`src/rtl/core_db_pkg.sv`:
```
`default_nettype none
// ============================================================================
// core_db_pkg : shared widths, FSM state type and the Hamming(7,4) corrector
// Rev 1.0
// ============================================================================
package core_db_pkg;

  localparam int PKT_W = 11;
  localparam int CW_W  = 7;
  localparam int DB_W  = 8;
  localparam int IP_W  = 4;

  typedef enum logic [1:0] {
    IDLE   = 2'd0,
    DECODE = 2'd1,
    SEND   = 2'd2
  } state_t;

  // Returns {corrected codeword, syndrome}; cw[k] is Hamming position k+1.
  function automatic logic [9:0] hamming74_fix(input logic [CW_W-1:0] cw);
    logic [2:0]      syn;
    logic [CW_W-1:0] fix;
    syn[0] = cw[0] ^ cw[2] ^ cw[4] ^ cw[6];
    syn[1] = cw[1] ^ cw[2] ^ cw[5] ^ cw[6];
    syn[2] = cw[3] ^ cw[4] ^ cw[5] ^ cw[6];
    fix    = cw;
    if (syn != 3'd0) begin
      fix[syn - 3'd1] = ~fix[syn - 3'd1];
    end
    return {fix, syn};
  endfunction

endpackage
`default_nettype wire

```
`src/rtl/core_db_hamming_dec.sv`:
```
`default_nettype none
// ============================================================================
// core_db_hamming_dec : combinational Hamming(7,4) single-error corrector
// Rev 1.0
// ============================================================================
module core_db_hamming_dec
  import core_db_pkg::*;
(
  input  logic [CW_W-1:0] i_cw,
  output logic [3:0]      o_data,
  output logic [2:0]      o_syn
);

  logic [9:0] w_fix;

  assign w_fix  = hamming74_fix(i_cw);
  // Data bits live at positions 7,6,5,3 -> codeword bits 6,5,4,2.
  assign o_data = {w_fix[9], w_fix[8], w_fix[7], w_fix[5]};
  assign o_syn  = w_fix[2:0];

endmodule
`default_nettype wire

```
`src/rtl/core_db_rr_sched.sv`:
```
`default_nettype none
// ============================================================================
// core_db_rr_sched : round-robin scheduler sharing one Hamming(7,4)
//                    corrector and one data-bucket channel among NUM_SRC ports
// Rev 1.0
// ============================================================================
module core_db_rr_sched
  import core_db_pkg::*;
#(
  parameter int NUM_SRC = 4,
  parameter int SRC_W   = $clog2(NUM_SRC),
  parameter int CNT_W   = 8
) (
  input  logic                     clk,
  input  logic                     rst_n,
  input  logic [NUM_SRC-1:0]       in_valid,
  input  logic [NUM_SRC*PKT_W-1:0] in_data,
  output logic [NUM_SRC-1:0]       in_ready,
  output logic                     out_valid,
  output logic [DB_W-1:0]          out_data,
  output logic [SRC_W-1:0]         out_src,
  input  logic                     out_ready,
  output logic                     err_flag,
  output logic [CNT_W-1:0]         err_cnt,
  output logic                     busy
);

  localparam int c_IW = SRC_W + 1;

  state_t             r_state, w_state_nxt;
  logic [SRC_W-1:0]   r_rr_ptr, r_src, w_grant;
  logic [c_IW-1:0]    w_idx;
  logic               w_found, w_acc;
  logic [PKT_W-1:0]   r_pkt;
  logic [3:0]         w_dec_data;
  logic [2:0]         w_dec_syn;
  logic               r_out_valid, r_err_flag;
  logic [DB_W-1:0]    r_out_data;
  logic [SRC_W-1:0]   r_out_src;
  logic [CNT_W-1:0]   r_err_cnt;
  logic [NUM_SRC-1:0] w_ready;

  // Search starts at rr_ptr; the wrap is an explicit compare so that
  // non-power-of-two NUM_SRC never lands on a nonexistent source.
  always_comb begin
    w_found = 1'b0;
    w_grant = '0;
    w_idx   = '0;
    for (int k = 0; k < NUM_SRC; k++) begin
      w_idx = {1'b0, r_rr_ptr} + c_IW'(k);
      if (w_idx >= c_IW'(NUM_SRC)) begin
        w_idx = w_idx - c_IW'(NUM_SRC);
      end
      if (!w_found && in_valid[w_idx[SRC_W-1:0]]) begin
        w_found = 1'b1;
        w_grant = w_idx[SRC_W-1:0];
      end
    end
  end

  always_comb begin
    w_ready = '0;
    if (r_state == IDLE && w_found) begin
      w_ready[w_grant] = 1'b1;
    end
  end

  assign w_acc = (r_state == IDLE) && w_found;

  always_comb begin
    w_state_nxt = r_state;
    case (r_state)
      IDLE:    if (w_acc) w_state_nxt = DECODE;
      DECODE:  w_state_nxt = SEND;
      SEND:    if (out_ready) w_state_nxt = IDLE;
      default: w_state_nxt = IDLE;
    endcase
  end

  always_ff @(posedge clk or negedge rst_n) begin
    if (!rst_n) r_state <= IDLE;
    else        r_state <= w_state_nxt;
  end

  core_db_hamming_dec u_dec (
    .i_cw   (r_pkt[PKT_W-1:IP_W]),
    .o_data (w_dec_data),
    .o_syn  (w_dec_syn)
  );

  always_ff @(posedge clk or negedge rst_n) begin
    if (!rst_n) begin
      r_pkt       <= '0;
      r_src       <= '0;
      r_rr_ptr    <= '0;
      r_out_valid <= 1'b0;
      r_out_data  <= '0;
      r_out_src   <= '0;
      r_err_flag  <= 1'b0;
      r_err_cnt   <= '0;
    end else begin
      case (r_state)
        IDLE: begin
          if (w_acc) begin
            r_pkt <= in_data[PKT_W*w_grant +: PKT_W];
            r_src <= w_grant;
          end
        end
        DECODE: begin
          r_out_data  <= {w_dec_data, r_pkt[IP_W-1:0]};
          r_out_src   <= r_src;
          r_err_flag  <= (w_dec_syn != 3'd0);
          r_out_valid <= 1'b1;
          if (w_dec_syn != 3'd0 && r_err_cnt != {CNT_W{1'b1}}) begin
            r_err_cnt <= r_err_cnt + CNT_W'(1);
          end
        end
        SEND: begin
          if (out_ready) begin
            r_out_valid <= 1'b0;
            r_rr_ptr    <= (r_src == SRC_W'(NUM_SRC - 1)) ? '0 : r_src + SRC_W'(1);
          end
        end
        default: ;
      endcase
    end
  end

  assign in_ready  = w_ready;
  assign out_valid = r_out_valid;
  assign out_data  = r_out_data;
  assign out_src   = r_out_src;
  assign err_flag  = r_err_flag;
  assign err_cnt   = r_err_cnt;
  assign busy      = (r_state != IDLE);

endmodule
`default_nettype wire

```
`config.mk`:
```
export PLATFORM = sky130hd
export DESIGN_NAME = core_db_rr_sched
export DESIGN_NICKNAME = d
export VERILOG_FILES = /design/src/rtl/core_db_pkg.sv /design/src/rtl/core_db_hamming_dec.sv /design/src/rtl/core_db_rr_sched.sv
export SDC_FILE = /design/constraint.sdc
export NUM_CORES = 1
export LEC_CHECK = 0
export BUFFER_PORTS_ARGS = -buffer_cell sky130_fd_sc_hd__buf_4
export CORE_ASPECT_RATIO = 1.2
export CORE_MARGIN = 2
export CORE_UTILIZATION = 53
export CTS_CLUSTER_DIAMETER = 60
export DETAILED_ROUTE_END_ITERATION = 6
export HOLD_SLACK_MARGIN = 0.02
export PLACE_DENSITY = 0.85
export SETUP_SLACK_MARGIN = 0.3
export SYNTH_ARGS = -nofsm -noshare
export SYNTH_HDL_FRONTEND = slang
export SYNTH_SLANG_ARGS = --single-unit
```
`constraint.sdc`:
```
create_clock -name clk -period 4.8 [get_ports clk]
set_input_delay 0.72 -clock clk [delete_from_list [all_inputs] [get_ports clk]]
set_output_delay 0.72 -clock clk [all_outputs]
set_load 0.01 [all_outputs]
```
==> impl_metrics.toml <==
[status]
status = "finished, final reports clean"

[worst_setup_path]
cpLargestDelayFamily = "simple AND/OR/NAND/NOR gates"
worst-r2r-setup-slack_ns = 2.11
cpMostUsedCell = "buf_4"
cp-end-kind = "primary output"
cp_slowest_cell = "or2_1"
crit_arrival_ns = 2.20
crit_path_start_kind = "input pin"
reg2reg_depth = 7
crit_chain = "buf_4, nor4_1, or2_1, a21o_1, nor2b_1, buf_4"
path_max_fanout = 16
worst-setup-path-type = "input pin to primary output"
worst_path_largest_cell_delay_ns = 0.46
cp_num_cells = 6
worst_ep_required_time_ns = 4.08
critical_path_buf_inv_count = 2

[synthesis]
ys_warn_count = 0
synth_fp_nets = 245
yosysSeqAreaShare_pct = 45.0
synth_edf_count = 0
synth.ff_latch_count = 37
syn-cell-area_um2 = 2060
synthArstFlopShare_pct = 100
avgSynthCellArea_um2 = 10.9
synth_largest_area_cell = "dfrtp_1"
synthCells = 189
synthTopCellsByArea = "dfrtp_1, mux2i_1, xnor2_1"
synth_flop_cell = "dfrtp_1"
synth_cell_types = 37
yosysTopAreaCellShare_pct = 45.0
synthTopCellsByCount = "dfrtp_1, nand2_1, mux2i_1"
synth_most_common_cell = "dfrtp_1"

[drt]
wire_per_inst_um = 14.3
first_pass_iters = 4
wirelength_mm = 4.51
drt-vias-per-instance = 5.45
num_vias = 1723
drc = 0
final_antenna_net_count = 0
initialDrtViolationCount = 62

[placed_design]
hpwlAfterDp_mm = 3.46
portBuffers = 75
placed_area_um2 = 2610
dp.cells = 308
place.gp.congestion = 0.760

[cts]
clkSinkCount = 37
clock-root-buffer = "clkbuf_8"
ctsResizeCount = 0
clock_latency_ns = 0.28
numCtsBuffers = 5
cts_tree = "done"
post_cts_buffers = 0
cts_max_level = 2
cts_buffer_depth = 2
holdBufCountCts = 0
cts.clk_slew.worst_paths_ns = 0.07

[final_layout]
nets = 319
drive_above_1_share_pct = 36.4
final.fill_count = 309
final_util_pct = 74.5
antenna_cells = 0
syn_to_final_growth_pct = 32.8
fin_cells = 316
fin_area_um2 = 2730

[global_route]
grt_start_max_net_pins = 38
overflow = 0
grt_usage_pct = 22.5
antenna_found_initial = 0
grt_pass1_vias = 1685
grt_pass1_wl_mm = 7.47

[floorplan]
initial_utilization_pct = 56.1
coreArea_um2 = 3660
core.rowCount = 24
die_area_um2 = 4400
die_h_um = 72.2
dieWidth_um = 60.9
io_pins = 76

[timing]
period_needed_ns = 2.92
worst_slew_pin_slew_ns = 0.942
holdWs_ns = 0.379
fmax_mhz = 342
finClkSkew_ns = 0.0103
relSlewSlack_pct = 37.2
setup_violations = 0
hold_viol_final = 0
finalCritPeriodShare_pct = 60.9
finalSetupTns_ns = 0
rsz0062_at_grt = "no"
drv_slew = 0

[hold_path]
min_path_type = "input pin to async pin"

[power]
power_leakage_nw = 1.36
ir_drop_uv = 394
power.density_nw_per_um2 = 731

[run]
cap_viol_max_count = 0
-- state kept, by name, indices dropped and copies added, names as in the netlist --
register,cells
out_data,8
err_cnt,8
r_rr_ptr,2
out_valid,1
err_flag,1
r_pkt,11
out_src,2
r_state,2
r_src,2
-- metrics by stage --
step	setup WS [ns]	power [W]
6_report	1.88	0.00200
3_3_place_gp	1.92	0.00167
2_1_floorplan	2.37	0.00141
3_5_place_dp	1.87	0.00172
5_1_grt	1.74	0.00219
4_1_cts	1.87	0.00201
-- routing by layer --
| metal | GRT usage (%) | routed length (um) | vias to the layer above |
|---|---|---|---|
| li1 | - | - | 837 |
| met5 | 0 | 0 | - |
| met3 | 5.53 | 245 | 7 |
| met2 | 38.0 | 2370 | 64 |
| met1 | 28.3 | 1820 | 815 |
| met4 | 6.52 | 74 | 0 |
-- kinds of logic (layout without fill, tap and decap cells) --
logic type / Yosys count / after routing / synth area share, %
AO/OA/AOI/OAI: 32 / 32 / 11.6
XOR/XNOR: 15 / 15 / 6.39
adder cells (fa/ha/maj): 5 / 5 / 3.04
buffers and inverters: 14 / 89 / 4.69
flip-flops: 37 / 37 / 45.0
multiplexers: 31 / 31 / 15.6
AND/OR/NAND/NOR: 55 / 55 / 13.7
-- cell usage in the layout (no fill, tap or decap), drive strengths merged --
cell type,instances
a311o,1
buf,76
xor2,3
o21ai,12
nand2,25
mux2,8
a21bo,1
mux2i,23
a21o,2
clkbuf,7
dfrtp,37
and3,4
o31ai,1
bufinv,1
a221o,2
nor2,4
nor3,1
nand4b,1
nor3b,1
o221ai,11
nor4b,1
and4,1
nand2b,3
xnor2,12
a21oi,1
or2,3
inv,5
nor4,2
a211oi,1
ha,5
nand4,4
nor2b,3
nand3,2
-- where the power goes --
group	total, W	internal [W]	switching (W)
Combinational	0.00113	0.000545	0.000586
Sequential	0.000591	0.000460	0.000131
Clock	0.000274	0.000169	0.000105
-- worst reg2reg max path: stages (launching register included) --
cell and delay, ns:
dfrtp_1 0.45, xor2_1 0.20, xnor2_1 0.15, ha_1 0.36, ha_1 0.23, ha_1 0.28, a211oi_2 0.52, mux2_2 0.40
-- area by class of cell --
cell class | count | area, um^2 | area share (%)
clock inverter | 1 | 30.0 | 1.10
tap | 52 | 65.1 | 2.38
clock buffer | 7 | 86.3 | 3.16
multi-input combinational | 138 | 1030 | 37.9
inverter | 5 | 18.8 | 0.687
timing repair buffer | 76 | 571 | 20.9
sequential | 37 | 926 | 33.9
-- final timing paths --
check	from	to
max in group asynchronous	rst_n	err_flag
min reg2reg	out_data[5]	out_data[5]
max reg2reg	r_pkt[6]	err_cnt[1]
min in group clk	out_data[5]	out_data[5]
min	rst_n	err_cnt[5]
max	in_valid[3]	in_ready[0]
Power figures use the tool's default switching activity.
